**config.mk**
```make
export PLATFORM = sky130hd
export DESIGN_NAME = tx_port_responder
export DESIGN_NICKNAME = d
export VERILOG_FILES = /design/src/rtl/tx_port_responder.sv
export SDC_FILE = /design/constraint.sdc
export NUM_CORES = 1
export LEC_CHECK = 0
export ABC_AREA = 1
export ABC_CLOCK_PERIOD_IN_PS = 4200
export BUFFER_PORTS_ARGS = -buffer_cell sky130_fd_sc_hd__buf_2
export CAP_MARGIN = 20
export CORE_MARGIN = 2
export CORE_UTILIZATION = 30
export DETAILED_ROUTE_END_ITERATION = 8
export GPL_TIMING_DRIVEN = 0
export PLACE_DENSITY_LB_ADDON = 0.05
export SLEW_MARGIN = 20
export SYNTH_ARGS = -nofsm -noshare
export SYNTH_HDL_FRONTEND = slang
export SYNTH_SLANG_ARGS = --single-unit
```
**constraint.sdc**
```tcl
create_clock -name clk -period 4.2 [get_ports clk]
set_input_delay 0.84 -clock clk [delete_from_list [all_inputs] [get_ports clk]]
set_output_delay 0.84 -clock clk [all_outputs]
set_load 0.05 [all_outputs]
```
**src/rtl/tx_port_responder.sv**
```systemverilog
// Two-requester transmit port: a priority arbiter grants the port, granted
// writes are queued as {cntl,data} commands, and an executor drains the queue
// onto the USB line outputs, holding each driven line state for a minimum time.
module tx_port_responder #(
    parameter int FIFO_DEPTH  = 4,
    parameter int HOLD_CYCLES = 4
) (
    input  logic       clk,
    input  logic       rst,
    input  logic       req0,
    input  logic       req1,
    output logic       gnt0,
    output logic       gnt1,
    input  logic       wEn0,
    input  logic       wEn1,
    input  logic [7:0] data0,
    input  logic [7:0] data1,
    input  logic [7:0] cntl0,
    input  logic [7:0] cntl1,
    output logic       txPortRdy,
    output logic [1:0] txLineState,
    output logic       txOE,
    output logic       badCntl,
    output logic       overflow
);

    localparam int AW  = (FIFO_DEPTH > 1) ? $clog2(FIFO_DEPTH) : 1;
    localparam int CW  = AW + 1;
    localparam int HCW = (HOLD_CYCLES > 1) ? $clog2(HOLD_CYCLES) : 1;

    localparam logic [CW-1:0]  OCC_FULL    = CW'(FIFO_DEPTH);
    localparam logic [CW-1:0]  OCC_RDY_MAX = CW'(FIFO_DEPTH - 2);
    localparam logic [HCW-1:0] HOLD_LAST   = HCW'(HOLD_CYCLES - 1);
    localparam logic [7:0]     CMD_DRIVE   = 8'h00;
    localparam logic [7:0]     CMD_IDLE_J  = 8'h05;
    localparam logic [1:0]     LINE_J      = 2'b01;

    typedef enum logic [1:0] {ARB_IDLE, ARB_G0, ARB_G1} arbState_t;
    typedef enum logic       {EX_IDLE, EX_HOLD}         exState_t;

    arbState_t     arbState;
    exState_t      exState;
    logic [HCW-1:0] holdCnt;

    logic [15:0]   mem [FIFO_DEPTH];
    logic [AW-1:0] wrPtr;
    logic [AW-1:0] rdPtr;
    logic [CW-1:0] occ;
    logic [CW-1:0] occNext;

    logic          pushReq;
    logic [15:0]   pushEntry;
    logic          fifoFull;
    logic          fifoEmpty;
    logic          doPush;
    logic          doPop;
    logic [7:0]    headCntl;
    logic [1:0]    headLine;

    // Only the granted requester's strobe and payload reach the queue.
    assign pushReq   = (gnt0 && wEn0) || (gnt1 && wEn1);
    assign pushEntry = gnt1 ? {cntl1, data1} : {cntl0, data0};

    // Fullness is judged on the occupancy at the start of the cycle, so a pop
    // in the same cycle does not make room for a write that arrives when full.
    assign fifoFull  = (occ == OCC_FULL);
    assign fifoEmpty = (occ == '0);
    assign doPush    = pushReq && !fifoFull;
    assign doPop     = !fifoEmpty && ((exState == EX_IDLE) || (holdCnt == HOLD_LAST));
    assign occNext   = occ + CW'(doPush) - CW'(doPop);

    assign headCntl  = mem[rdPtr][15:8];
    assign headLine  = mem[rdPtr][1:0];

    // Arbiter: requester 0 wins from idle; a grant lasts while its request
    // stays high, and every release passes through idle for one cycle.
    always_ff @(posedge clk or negedge rst) begin
        if (!rst) begin
            arbState <= ARB_IDLE;
            gnt0     <= 1'b0;
            gnt1     <= 1'b0;
        end else begin
            case (arbState)
                ARB_IDLE: begin
                    if (req0) begin
                        arbState <= ARB_G0;
                        gnt0     <= 1'b1;
                    end else if (req1) begin
                        arbState <= ARB_G1;
                        gnt1     <= 1'b1;
                    end
                end
                ARB_G0: begin
                    if (!req0) begin
                        arbState <= ARB_IDLE;
                        gnt0     <= 1'b0;
                    end
                end
                ARB_G1: begin
                    if (!req1) begin
                        arbState <= ARB_IDLE;
                        gnt1     <= 1'b0;
                    end
                end
                default: begin
                    arbState <= ARB_IDLE;
                    gnt0     <= 1'b0;
                    gnt1     <= 1'b0;
                end
            endcase
        end
    end

    // Queue storage: payload only, no reset needed since occupancy guards reads.
    always_ff @(posedge clk) begin
        if (doPush) begin
            mem[wrPtr] <= pushEntry;
        end
    end

    // Queue control: pointers, occupancy, look-ahead ready and overflow pulse.
    always_ff @(posedge clk or negedge rst) begin
        if (!rst) begin
            wrPtr     <= '0;
            rdPtr     <= '0;
            occ       <= '0;
            txPortRdy <= 1'b0;
            overflow  <= 1'b0;
        end else begin
            if (doPush) begin
                wrPtr <= wrPtr + AW'(1);
            end
            if (doPop) begin
                rdPtr <= rdPtr + AW'(1);
            end
            occ       <= occNext;
            txPortRdy <= (occNext <= OCC_RDY_MAX);
            overflow  <= pushReq && fifoFull;
        end
    end

    // Executor: pops a command when idle or when the current hold has run its
    // full length, drives the line, and saturates the hold counter when starved.
    always_ff @(posedge clk or negedge rst) begin
        if (!rst) begin
            exState     <= EX_IDLE;
            holdCnt     <= '0;
            txLineState <= LINE_J;
            txOE        <= 1'b0;
            badCntl     <= 1'b0;
        end else begin
            badCntl <= 1'b0;
            if (doPop) begin
                case (headCntl)
                    CMD_DRIVE: begin
                        txLineState <= headLine;
                        txOE        <= 1'b1;
                        holdCnt     <= '0;
                        exState     <= EX_HOLD;
                    end
                    CMD_IDLE_J: begin
                        txLineState <= LINE_J;
                        txOE        <= 1'b0;
                        holdCnt     <= '0;
                        exState     <= EX_HOLD;
                    end
                    default: begin
                        badCntl <= 1'b1;
                        exState <= EX_IDLE;
                    end
                endcase
            end else if (exState == EX_HOLD) begin
                if (holdCnt == HOLD_LAST) begin
                    exState <= EX_IDLE;
                end else begin
                    holdCnt <= holdCnt + HCW'(1);
                end
            end
        end
    end

endmodule
```
==> results of run 1 <==
## kinds of logic after synthesis
logic type	after synthesis	synth area share (%)
adders and majority gates	9	4.44
and+or+nand+nor	127	21.2
AOI/OAI and AO/OA	12	2.55
buffers and inverters	38	5.85
DFF	60	64.3
xor gates and xnor gates	5	1.65
## critical path, cell delays in order
cell and delay, ns:
buf_2 0.07, inv_1 0.03, o22ai_1 0.20, nand2_1 0.24
ha_1 0.35, inv_1 0.05, ha_1 0.12, inv_1 0.04
fa_1 0.37, xnor2_1 0.18, xor2_1 0.16, inv_1 0.08
a21oi_1 0.11
## metrics by stage
| step | utilization [%] | cell area (sq um) |
|---|---|---|
| after global placement | 34.2 | 2950 |
| after floorplan | - | 2650 |
| after CTS | 36.4 | 3140 |
| after detailed placement | 34.2 | 2950 |
| after global routing | 36.4 | 3140 |
| final | 36.4 | 3140 |
## routing by layer
layer	global-route usage [%]	routed length [um]	up-vias
met3	3.36	190	11
met1	16.0	2530	759
met2	19.3	2380	29
li1	-	-	895
met4	5.98	143	0
met5	0	0	-
## layout make-up
class | instances | area, sq um | share of cell area [%]
timing repair buffer | 33 | 165 | 5.26
tap | 108 | 135 | 4.30
clock buffer | 9 | 124 | 3.94
inverter | 33 | 124 | 3.94
sequential | 60 | 1700 | 54.2
buffer | 5 | 31.3 | 0.996
multi-input combinational | 153 | 792 | 25.2
clock inverter | 7 | 67.6 | 2.15
## power breakdown
| part | total, uW | leakage, uW | switching, uW | internal (uW) |
|---|---|---|---|---|
| logic | 792 | 0.000724 | 539 | 253 |
| registers | 868 | 0.000607 | 67.2 | 801 |
| clock network | 501 | 0.0000943 | 231 | 270 |
## flip-flops by register name, indices dropped and copies added, names as in the netlist
name         count
gnt0             1
txPortRdy        1
badCntl          1
overflow         1
holdCnt          2
wrPtr            2
gnt1             1
arbState         2
exState          1
rdPtr            2
txLineState      2
occ              3
txOE             1
mem             40
## layout by cell type, fill, tap and decap left out, types with 4 or more instances in the layout
| cell | count |
|---|---|
| nor2_1 | 23 |
| ha_1 | 7 |
| dfrtp_1 | 19 |
| nand3_1 | 13 |
| edfxtp_1 | 40 |
| o21ai_0 | 4 |
| inv_1 | 31 |
| xor2_1 | 4 |
| nand2_1 | 76 |
| buf_2 | 34 |
| clkbuf_8 | 9 |
## how the worst max path moves through the flow
| stage | start | to | cells past startpoint |
|---|---|---|---|
| final | wEn1 | txPortRdy | 13 |
| after floorplan | wEn1 | txPortRdy | 12 |
| after CTS | wEn1 | txPortRdy | 13 |
| after global routing | wEn1 | txPortRdy | 13 |
| after detailed placement | wEn1 | txPortRdy | 13 |
| after global placement | wEn1 | txPortRdy | 13 |
==> impl_metrics.json, run 1 <==
{
  "tightest_slew_ns": 0.958,
  "post_cts_resized": 0,
  "tritoncts": "built",
  "grt_use_total_pct": 12.4,
  "max_freq_ghz": 0.387,
  "dieArea_sq_um": 9600,
  "clk_pin_slew_ns": 0.07,
  "initial_core_util_pct": 30.7,
  "r2r_cells": 12,
  "r2r-end": "txPortRdy",
  "synth.top_cell.area_share_pct": 45.3,
  "reg2reg_from": "holdCnt[0]",
  "fin_cells": 408,
  "grt_max_degree": 21,
  "die_w_um": 98.0,
  "yosys_warnings": 0,
  "dp_hpwl_mm": 3.67,
  "max-slew-margin-rel_pct": 35.9,
  "synth_top_area_cell": "edfxtp_1",
  "drive_gt1_share_pct": 20.3,
  "synth_seq_cells": 60,
  "numCtsBuffers": 9,
  "synthTopCellsByArea": "edfxtp_1, dfrtp_1, nand2_1",
  "postRouteAntennaNets": 0,
  "die_h_um": 98.0,
  "ctsHoldBuffers": 0,
  "ys_top_cells_by_count": "nand2_1, edfxtp_1, inv_1",
  "cap_violations": 0,
  "wl_per_cell_um": 12.9,
  "final_hold_viol_count": 0,
  "fin_hold_ws_ns": 0.434,
  "yosysSeqAreaShare_pct": 64.3,
  "vdd_drop_max_mv": 0.205,
  "finalSetupViolations": 0,
  "syn-instance-count": 251,
  "synth-edff-count": 40,
  "r2r_setup_slack_ns": 1.69,
  "nFillCells": 911,
  "cts_buffer_depth": 2,
  "dp_worst_setup_slack_ns": 1.25,
  "hold_path.class": "primary input to asynchronous set/reset pin",
  "synth.most_common_cell": "nand2_1",
  "cp-start-kind": "primary input",
  "post_cts_buffers": 0,
  "cp.arrival_ns": 2.85,
  "maxSlewViolCount": 0,
  "avgSynthCellArea_sq_um": 10.6,
  "drt_iter0_markers": 70,
  "clk_latency_ns": 0.34,
  "htreeDepth": 3,
  "power_density_nw_per_um2": 688,
  "min_period_over_period_pct": 61.6,
  "coreArea_sq_um": 8640,
  "via_per_inst": 4.15,
  "cp.required_ns": 4.47,
  "vias": 1694,
  "ys_async_sr_fraction_pct": 33.3,
  "fin_ws_ns": 1.61,
  "worstSetupPathType": "primary input to register",
  "grt_pass1_vias": 1824,
  "area_growth_pct": 18.6,
  "synth.cell_area_sq_um": 2650,
  "synth_ff_type": "edfxtp_1",
  "finClkSkew_ns": 0.00993,
  "fin_tns_setup_ns": 0,
  "cts_sinks": 60,
  "synth.distinct_cells": 31,
  "p_total_uw": 2160,
  "endpoint_kind": "register",
  "grt_overflow": 0,
  "cts_root_buffer": "clkbuf_8",
  "rows": 34,
  "grt_pass1_wl_mm": 9.00,
  "num-nets-final": 341,
  "drc": 0,
  "drt_wl_total_mm": 5.24,
  "antenna_cells": 0,
  "antenna_found_initial": 0,
  "num_io_pins": 46,
  "status": "finished clean",
  "dr.pass1.iters": 4,
  "rsz0062_at_grt": "false",
  "gp_congestion": 0.661,
  "crit_path_max_fanout": 8,
  "min_period_ns": 2.59,
  "p_leak_uw": 0.00143,
  "io_buffers": 33,
  "dp_cells": 392,
  "syn_nets": 297
}
Power figures use the tool's default switching activity.
==> run 2: changes to the inputs <==
ABC_CLOCK_PERIOD_IN_PS = 2300   (was 4200)
clock period = 2.3 ns   (was 4.2 ns; I/O delays follow)
==> impl_metrics.json, run 2 (same netlist as run 1, synthesis figures left out) <==
{
  "status": "finished clean",
  "die_h_um": 98.0,
  "initial_core_util_pct": 30.7,
  "largest_reg_flops": 40,
  "switching_share_pct": 38.3,
  "area_growth_pct": 25.6,
  "cts_root_buffer": "clkbuf_8",
  "gp_congestion": 0.711,
  "ctsHoldBuffers": 0,
  "cp.arrival_ns": 2.44,
  "dieArea_sq_um": 9600,
  "io_buffers": 33,
  "clk_pin_slew_ns": 0.07,
  "wl_per_cell_um": 13.3,
  "final_cell_mix": "nand2_1, edfxtp_1, buf_2",
  "cts_buffer_depth": 2,
  "max-slew-margin-rel_pct": 32.1,
  "maxSlewViolCount": 0,
  "dp_cells": 392,
  "htreeDepth": 3,
  "fin_cells": 416,
  "cp-start-kind": "register",
  "clkPwrFrac_pct": 24.0,
  "clk_latency_ns": 0.34,
  "antenna_found_initial": 0,
  "grt_pass1_wl_mm": 9.02,
  "die_w_um": 98.0,
  "coreArea_sq_um": 8640,
  "crit_path_max_fanout": 3,
  "final_hold_viol_count": 0,
  "numCtsBuffers": 9,
  "power_density_nw_per_um2": 1330,
  "final_common_cell": "nand2_1",
  "num-nets-final": 349,
  "grt_overflow": 0,
  "p_total_uw": 4420,
  "hold_path.class": "primary input to asynchronous set/reset pin",
  "postRouteAntennaNets": 0,
  "num_io_pins": 46,
  "drive_gt1_share_pct": 28.9,
  "seq_power_share_pct": 36.5,
  "cts_sinks": 60,
  "min_period_over_period_pct": 93.7,
  "fin_hold_ws_ns": 0.0585,
  "endpoint_kind": "register",
  "min_period_ns": 2.16,
  "comb_power_share_pct": 39.5,
  "rows": 34,
  "finalSetupViolations": 0,
  "dr.pass1.iters": 4,
  "max_freq_ghz": 0.464,
  "grt_pass1_vias": 1844,
  "rsz0062_at_grt": "false",
  "grt_use_total_pct": 12.7,
  "worstSetupPathType": "register to register",
  "vdd_drop_max_mv": 0.407,
  "antenna_cells": 0,
  "tightest_slew_ns": 1.01,
  "internal-power_uw": 2720,
  "r2r_setup_slack_ns": 0.14,
  "vias": 1778,
  "dp_hpwl_mm": 3.76,
  "drc": 0,
  "cp.required_ns": 2.58,
  "drt_wl_total_mm": 5.52,
  "finClkSkew_ns": 0.00795,
  "top_regs": "mem x40, occ x3",
  "power.switching_uw": 1690,
  "p_leak_uw": 0.00148,
  "grt_max_degree": 21,
  "regMostFlops": "mem",
  "cap_violations": 0,
  "via_per_inst": 4.27,
  "tritoncts": "built",
  "drt_iter0_markers": 42
}
## run 2: power groups by stage
stage / Sequential, uW / Combinational [uW] / Clock, uW
6_report: 1610 / 1740 / 1060
2_1_floorplan: 1750 / 968 / 0
3_3_place_gp: 1610 / 1490 / 0
4_1_cts: 1620 / 1580 / 1090
3_5_place_dp: 1620 / 1500 / 0
5_1_grt: 1650 / 1980 / 1140
## run 2: cell type report
cell class                      count  area [sq um]
Inverter                           33           124
Tap cell                          108           135
Fill cell                         859          5310
Buffer                              5          31.3
Multi-Input combinational cell    153           881
Sequential cell                    60          1710
Timing Repair Buffer               41           225
Clock buffer                        9           124
Clock inverter                      7           101
## run 2: critical path: stages, from the launching register on
cell and delay, ns:
dfrtp_2 0.45, nor3_4 0.25, nor2_4 0.08, ha_4 0.21, inv_2 0.06, ha_4 0.12
inv_2 0.03, fa_2 0.37, xnor2_2 0.18, xor2_1 0.15, inv_1 0.08, a21oi_2 0.09
## run 2: final timing paths
kind / end / cells past startpoint / from
min in group clk: arbState[1] / 3 / req1
min reg2reg: txLineState[0] / 2 / txLineState[0]
max in group asynchronous: gnt1 / 1 / rst
min: holdCnt[0] / 1 / rst
max: txPortRdy / 11 / occ[0]
max reg2reg: txPortRdy / 11 / occ[0]
## run 2: what timing repair did
| action | 4_1_cts | 5_1_grt |
|---|---|---|
| gates cloned | 0 | 0 |
| pin swaps | 2 | 9 |
| endpoints found under the setup margin | 2 | 2 |
| resized for setup | 8 | 10 |
| setup buffers | 1 | 7 |
## run 2: through the flow
step           cell area, sq um  setup slack, ns  utilization, %  TNS (ns)
2_1_floorplan              2660          0.00828               -         0
3_3_place_gp               2960           -0.253            34.3    -0.440
3_5_place_dp               2960           -0.249            34.3    -0.435
4_1_cts                    3230           0.0317            37.4         0
5_1_grt                    3330          0.00400            38.6         0
6_report                   3330            0.144            38.6         0
## run 2: routing by layer
| layer | GRT usage [%] | wire [um] | vias to the layer above |
|---|---|---|---|
| met5 | 0 | 0 | - |
| met4 | 6.94 | 125 | 0 |
| met3 | 3.44 | 197 | 12 |
| met2 | 19.2 | 2600 | 28 |
| met1 | 16.5 | 2600 | 825 |
| li1 | - | - | 913 |
